**config.mk**
```make
export PLATFORM = sky130hd
export DESIGN_NAME = preg_free_manager
export DESIGN_NICKNAME = d
export VERILOG_FILES = /design/src/rtl/preg_free_manager_pkg.sv /design/src/rtl/preg_ckpt_table.sv /design/src/rtl/preg_free_manager.sv
export SDC_FILE = /design/constraint.sdc
export NUM_CORES = 1
export LEC_CHECK = 0
export ABC_AREA = 1
export CELL_PAD_IN_SITES_DETAIL_PLACEMENT = 0
export CELL_PAD_IN_SITES_GLOBAL_PLACEMENT = 1
export CORE_ASPECT_RATIO = 1.25
export CORE_UTILIZATION = 35
export DETAILED_ROUTE_END_ITERATION = 12
export PLACE_DENSITY_LB_ADDON = 0.1
export SETUP_SLACK_MARGIN = 0.2
export SYNTH_ARGS = -nofsm -noshare
export SYNTH_HDL_FRONTEND = slang
export SYNTH_HIERARCHICAL = 1
export SYNTH_SLANG_ARGS = --single-unit
```
**constraint.sdc**
```tcl
create_clock -name clk -period 5 [get_ports clk]
set_input_delay 0.75 -clock clk [delete_from_list [all_inputs] [get_ports clk]]
set_output_delay 0.75 -clock clk [all_outputs]
set_load 0.1 [all_outputs]
```
**src/rtl/preg_free_manager_pkg.sv**
```systemverilog
// preg_free_manager_pkg: sizes and pointer/preg types shared by the free-list manager.
package preg_free_manager_pkg;
    localparam int NUM_PREGS = 64;
    localparam int NUM_AREGS = 16;
    localparam int MAX_PREDICT_DEPTH = 4;
    localparam int MAX_PREDICT_DEPTH_BITS = $clog2(MAX_PREDICT_DEPTH);
    localparam int PB = $clog2(NUM_PREGS);
    typedef logic [PB-1:0] preg_t;
    typedef logic [PB:0] ptr_t;
endpackage

```
**src/rtl/preg_ckpt_table.sv**
```systemverilog
// preg_ckpt_table: per-branch snapshot of the allocation head, one write port and one async read.
module preg_ckpt_table
    import preg_free_manager_pkg::*;
(
    input  logic                              clk,
    input  logic                              reset,
    input  logic                              we,
    input  logic [MAX_PREDICT_DEPTH_BITS-1:0] wtag,
    input  logic [PB:0]                       wdata,
    input  logic [MAX_PREDICT_DEPTH_BITS-1:0] rtag,
    output logic [PB:0]                       rdata
);
    ptr_t slots [MAX_PREDICT_DEPTH];

    always_ff @(posedge clk) begin
        if (reset)
            for (int i = 0; i < MAX_PREDICT_DEPTH; i++) slots[i] <= '0;
        else if (we)
            slots[wtag] <= wdata;
    end

    assign rdata = slots[rtag];
endmodule

```
**src/rtl/preg_free_manager.sv**
```systemverilog
// preg_free_manager: circular physical-register free list, 2 allocs + 2 releases per cycle,
// with branch checkpoints of the allocation head.
module preg_free_manager
    import preg_free_manager_pkg::*;
(
    input  logic                              clk,
    input  logic                              reset,
    input  logic [1:0]                        alloc_cnt,
    output logic                              alloc_ok,
    output logic [PB-1:0]                     alloc_preg0,
    output logic [PB-1:0]                     alloc_preg1,
    output logic [PB:0]                       num_free,
    input  logic                              ckpt_valid,
    input  logic [MAX_PREDICT_DEPTH_BITS-1:0] ckpt_tag,
    input  logic [1:0]                        release_cnt,
    input  logic [PB-1:0]                     release_preg0,
    input  logic [PB-1:0]                     release_preg1,
    input  logic                              branch_shootdown,
    input  logic [MAX_PREDICT_DEPTH_BITS-1:0] shootdown_branch_tag
);
    localparam logic [PB+1:0] LIST_DEPTH = NUM_PREGS[PB+1:0];

    preg_t list [NUM_PREGS];
    ptr_t head, tail, head_next, tail_next, head_p1, tail_p1, ckpt_head;
    logic [PB+1:0] rel_sum;
    logic rel_ok;

    always_comb begin
        num_free = tail - head;
        head_p1 = head + ptr_t'(1);
        tail_p1 = tail + ptr_t'(1);
        alloc_ok = num_free >= ptr_t'(alloc_cnt) && !branch_shootdown;
        alloc_preg0 = list[head[PB-1:0]];
        alloc_preg1 = list[head_p1[PB-1:0]];
        rel_sum = {1'b0, num_free} + {{PB{1'b0}}, release_cnt};
        rel_ok = rel_sum <= LIST_DEPTH;
        head_next = branch_shootdown ? ckpt_head : alloc_ok ? head + ptr_t'(alloc_cnt) : head;
        tail_next = rel_ok ? tail + ptr_t'(release_cnt) : tail;
    end

    // The snapshot is the post-allocate head so a branch's own same-cycle allocation survives rollback.
    preg_ckpt_table u_ckpt (
        .clk   (clk),
        .reset (reset),
        .we    (ckpt_valid && !branch_shootdown),
        .wtag  (ckpt_tag),
        .wdata (head_next),
        .rtag  (shootdown_branch_tag),
        .rdata (ckpt_head)
    );

    always_ff @(posedge clk) begin
        if (reset) begin
            head <= '0;
            tail <= ptr_t'(NUM_PREGS - NUM_AREGS);
            for (int i = 0; i < NUM_PREGS; i++) list[i] <= preg_t'(NUM_AREGS + i);
        end else begin
            head <= head_next;
            tail <= tail_next;
            if (rel_ok && release_cnt != 2'd0) list[tail[PB-1:0]] <= release_preg0;
            if (rel_ok && release_cnt == 2'd2) list[tail_p1[PB-1:0]] <= release_preg1;
        end
    end

    a_release_overflow: assert property (@(posedge clk) disable iff (reset) rel_ok);
    a_cnt_legal: assert property (@(posedge clk) disable iff (reset) alloc_cnt != 2'd3 && release_cnt != 2'd3);
    // Retire only frees committed pregs, so the tail can never overrun a restored head.
    a_restore_behind_tail: assert property (@(posedge clk) disable iff (reset)
        branch_shootdown |-> ptr_t'(tail_next - ckpt_head) <= ptr_t'(NUM_PREGS));
endmodule

```
Word-level counts from Yosys, hierarchy flattened
Memories as Yosys holds them, arrays and structs flattened. A register that Yosys moved wholly into a read port is not among the register bits.
Index checks and enable logic that the tools add are counted.
Widths: inputs -> output; s select.
- output and inout port bits: 20
- RAM bits: 412
- word-level logic and storage cells: 45
- register bits after elaboration: 14
- input port bits: 24
- memories kept: 2
- $add $sub $neg: 6
- muxes and demuxes: 23
- equality and inequality tests: 1
- magnitude comparators: 2
- reductions and logical operators: 9
- memory list (name ; words ; bits a word ; rd ports ; clocked after Yosys merged registers in ; wr ports ; line ; text):
    list ; 64 ; 6 ; 2 ; 1 ; 64 ; preg_free_manager.sv:23 ; preg_t list [NUM_PREGS];
    u_ckpt.slots ; 4 ; 7 ; 1 ; 0 ; 4 ; preg_ckpt_table.sv:13 ; ptr_t slots [MAX_PREDICT_DEPTH];
- operators with widths (cell ; count):
    $mux 6 ; 5
    $mux 7 ; 3
    $add 7x2->7 ; 2
    $mux 1 ; 14
    $add 6x1->6 const B ; 2
    $reduce_or 6->1 ; 2
    $add 7x2->8 ; 1
    $le 8x7->1 const B ; 1
    $ge 7x2->1 ; 1
    $reduce_or 7->1 ; 1
    $sub 7x7->7 ; 1
    $logic_and 1x1->1 ; 4
    $eq 2x2->1 const B ; 1
    $mux 2 ; 1
    $reduce_bool 2->1 ; 1
    $logic_not 1->1 ; 1

Logic depth before layout (Yosys ltp)
- word-level depth: 9
- gate-level depth with buffers: 22
- gate-level depth less buffers: 19

Modules after synthesis
The synthesis kept the hierarchy.
- by module, submodules not included (module ; instances ; area an instance (um^2) ; seq. area each (um^2) ; cells an instance):
    preg_free_manager ; 1 ; 29102.9 ; 11811.3 ; 3994
    preg_ckpt_table ; 1 ; 1440.1 ; 840.8 ; 160

Worst setup path after synthesis
Ideal clock, no wire load.
- kind: reg-to-output
- start point: register head[2]
- end point: output port alloc_ok
- path slack: 0.744 ns
- data required time: 4.250 ns
- arrival: 3.506 ns
- buffers on the path: 3
- cell stages (with the launch flop): 14
- cell sequence: dfxtp_1 clkbuf_1 clkinv_1 clkbuf_1 ha_1 buf_2 nand4_1 nand3_1 nand2_1 nand2_1 inv_1 nand3_1 nand2_1 inv_1
- word-level cells in the longest chain between the ends: 3
- RTL lines (what ; line ; text):
    start: declaration ; preg_free_manager.sv:24 ; ptr_t head, tail, head_next, tail_next, head_p1, tail_p1, ckpt_head;
    start signal: assignment ; preg_free_manager.sv:58 ; head <= head_next;
    $sub 7x7->7 ; preg_free_manager.sv:29 ; num_free = tail - head;
    net num_free[6] ; preg_free_manager.sv:12 ; output logic [PB:0] num_free,
    $ge 7x2->1 ; preg_free_manager.sv:32 ; alloc_ok = num_free >= ptr_t'(alloc_cnt) && !branch_shootdown;
    $logic_and 1x1->1 ; preg_free_manager.sv:32 ;
    end: declaration ; preg_free_manager.sv:9 ; output logic alloc_ok,
The timed path passes the listed nets, and every way through them passes these cells.

Worst setup path in the final report
- start point: register tail[0]
- end point: output port alloc_ok
- word-level cells in the longest chain between the ends: 3
- RTL lines (what ; line ; text):
    start: declaration ; preg_free_manager.sv:24 ;
    start signal: assignment ; preg_free_manager.sv:55 ; tail <= ptr_t'(NUM_PREGS - NUM_AREGS);
    start signal: assignment ; preg_free_manager.sv:59 ; tail <= tail_next;
    $sub 7x7->7 ; preg_free_manager.sv:29 ;
    $ge 7x2->1 ; preg_free_manager.sv:32 ;
    $logic_and 1x1->1 ; preg_free_manager.sv:32 ;
No other way between the ends.

==> metrics.md <==
| Metric | Value |
|---|---|
| Status | `finished, final reports clean` |
| Crit Path Class | `register to output port` |
| Met3 Resource Use GR | `~5.5%` |
| Crit path arrival time | `around 3.7 ns` |
| Via-to-Cell Ratio | `around 6.2` |
| Max Clk Rate | `between 200 and 250 MHz` |
| Commonest non-fill, non-tap cell in the layout | `nand3_1` |
| Flop pwr share | `29.9%` |
| Chip Width | `around 270 µm` |
| PD cells | `around 400 nW/µm²` |
| Reg clk slew, reported paths | `0.06 ns` |
| # H-tree levels | `2` |
| RR Startpoint | `tail[0]` |
| RSZ-0062 raised after global routing | `false` |
| Total global routing overflow | `0` |
| LEAKAGE | `around 12 nW` |
| Critical path endpoint category | `output port` |
| Vias in the first global route | `approximately 30k` |
| Gr busiest metal | `met2` |
| # placed instances | `just over 5k` |
| Post_cts resized | `0` |
| Main flop type after synthesis | `edfxtp_1` |
| CTS tree | `built` |
| Post-Syn Nets | `4198` |
| Sw Ratio | `roughly 45%` |
| Most frequent cells in the layout | `nand3_1, nand2_1, o21ai_0` |
| Hold Startpoint | `tail[6]` |
| Wire per inst | `between 20 and 30 µm` |
| Area contributors post-synth | `edfxtp_1, nand3_1, nand4_1` |
| Die Y | `about 330 µm` |
| Port Buffers | `43` |
| Register area share after synthesis | `~41%` |
| Internal | `around 7.7 mW` |
| Met2 Use GR | `~54%` |
| Final setup fails | `0` |
| Final nets | `roughly 4.0k` |
| Placement-stage cell area | `32400 µm²` |
| First-pass GRT wire length | `~210 mm` |
| DRC | `0` |
| Leading area contributor after synthesis | `edfxtp_1` |
| Root Driver | `clkbuf_16` |
| Num CTS Buffers | `a little under 50` |
| Setup TNS | `0 ns` |
| Worst slew pin tran | `1.40 ns` |
| Synth Register Bits | `between 400 and 500` |
| Synth unique cells | `31` |
| Starting Density | `roughly 36%` |
| Drt first pass iters | `6` |
| VDD IR max | `0.388 mV` |
| Post-Synthesis Cells | `about 4.2k` |
| Clk_lat worst skew | `~0.64 ns` |
| 1st-iter DRT viols | `just under 4k` |
| Slew headroom | `6.34%` |
| Sinks on Clock Net | `roughly 430` |
| Rows | `120` |
| DRT Wirelength | `between 100 and 150 mm` |
| Final non-filler cell total | `5180` |
| Final GP Congestion | `0.946` |
| Largest net degree at the start of global routing | `163` |
| Pre-CTS setup slack | `0.583 ns` |
| Tmin final | `approximately 4.4 ns` |
| Top cell type's share of synthesized area | `between 40% and 50%` |
| Post-synth EDFFs | `412` |
| # hold bufs at CTS | `0` |
| Setup crit start | `tail[0]` |
| Max cap viols | `0` |
| Crit Path Max Fanout | `12` |
| Core Region | `about 86000 µm²` |
| Final hold viol count | `0` |
| Worst EP required | `between 4 and 5 ns` |
| # IOs | `44` |
| Slew Limit Fails | `0` |
| Final worst slack | `approximately 0.56 ns` |
| Syn_area_per_cell | `7.35 µm²` |
| Startpoint Class | `register` |
| Post-CTS Setup Repair Bufs | `0` |
| Layout area overhead | `11.4%` |
| Vias | `~32k` |
| Min Hold Slack | `~0.52 ns` |
| Fin crit share | `between 80 and 90%` |
| Clock power share | `27.2%` |
| Hold crit path type | `register to register` |
| Comb pwr share | `a little over two fifths` |
| YS warnings | `6` |
| Max Root-Sink Buffers | `3` |
| FFs w/ async S/R, synth | `0%` |
| Met1 Use GR | `between 40% and 50%` |
| Antenna-violating nets left | `0` |
| GRT Total Usage | `33.0%` |
| P_sw | `around 6.2 mW` |
| Share of post-route cells with drive strength above 1 | `7.81%` |
| Mapped cell area | `approximately 31000 µm²` |
| Final Skew | `between 0.02 and 0.03 ns` |
| Full die area | `~88000 µm²` |
| Dpl hpwl | `roughly 100 mm` |
| Antenna violations before repair | `10` |
| Final Instance Area | `around 34000 µm²` |
-- cell usage after synthesis (2+ instances only) --
master    number
o21ai_0      486
nand2_1      677
nand2_2        2
o21ai_1        5
dfxtp_1       14
nor2_2         4
o211ai_1     106
a21oi_1      268
xnor2_1        5
nand3_4        3
nor2_1       240
fa_1           4
clkinv_1      12
xor2_1         9
nor2_4         5
buf_2         88
nor3_2         3
inv_2         13
inv_1        284
nor3_1         5
ha_1          16
clkbuf_1     269
buf_1         59
nand4_1      448
edfxtp_1     412
nand3_1      708
buf_6          2
or2_2          4
-- metrics by stage --
| step | util, % | power (mW) |
|---|---|---|
| finish | 39.5 | 13.9 |
| CTS | 39.5 | 13.8 |
| floorplan | - | 7.61 |
| global placement | 37.6 | 10.1 |
| detailed placement | 37.6 | 10.0 |
| global route | 39.5 | 14.3 |
-- area by class of cell --
| cell class | instances | area, µm² |
|---|---|---|
| clock buffer | 59 | 1280 |
| multi-input combinational | 3000 | 15100 |
| sequential | 426 | 12700 |
| timing repair buffer | 194 | 2000 |
| tap | 1159 | 1450 |
| inverter | 309 | 1170 |
| fill | 9043 | 52000 |
| antenna | 2 | 5.00 |
| clock inverter | 31 | 343 |
-- kinds of logic (layout without fill, tap and decap cells) --
kind of cell / after synthesis / in the layout / share of synthesized area, %
AND/OR/NAND/NOR: 2101 / 2101 / 32.8
buffers and inverters: 728 / 593 / 9.37
adder cells (fa/ha/maj): 20 / 20 / 0.918
AO/OA/AOI/OAI: 865 / 865 / 15.0
flip-flops: 426 / 426 / 41.4
XOR/XNOR: 14 / 14 / 0.401
other: 0 / 2 / 0
-- metal layers --
layer / vias up / share of wire, %
li1: 14539 / -
met1: 15431 / 39
met2: 1670 / 47
met3: 439 / 8.0
met4: 6 / 6.4
met5: - / 0.025
-- path summary, 6_finish.rpt --
kind | to | slack (ns) | cells after the start
min reg2reg | tail[6] | 0.52 | 2
max reg2reg | list[45][5] | 0.72 | 16
min | tail[6] | 0.52 | 2
max | alloc_ok | 0.56 | 12
-- sequential cells by signal (all words and copies together), names as in the netlist --
signal        cells
tail              7
list            384
head              7
u_ckpt/slots     28
-- power groups by stage --
stage | registers, mW | clock network, mW | logic (mW)
floorplan | 4.19 | 0 | 3.42
global placement | 4.24 | 0 | 5.84
detailed placement | 4.24 | 0 | 5.80
CTS | 4.16 | 3.81 | 5.82
global route | 4.18 | 3.92 | 6.23
finish | 4.16 | 3.79 | 5.96
-- critical path, stage by stage, from the launching register on --
cell and delay [ns]:
dfxtp_1 0.33, clkinv_1 0.32, ha_1 0.36, fa_1 0.52
inv_1 0.08, ha_1 0.27, o21ai_0 0.10, nand3_1 0.10
nor2_1 0.11, nand3_1 0.38, nand2_1 0.24, inv_1 0.09
buf_12 0.17
Power figures use the tool's default switching activity.
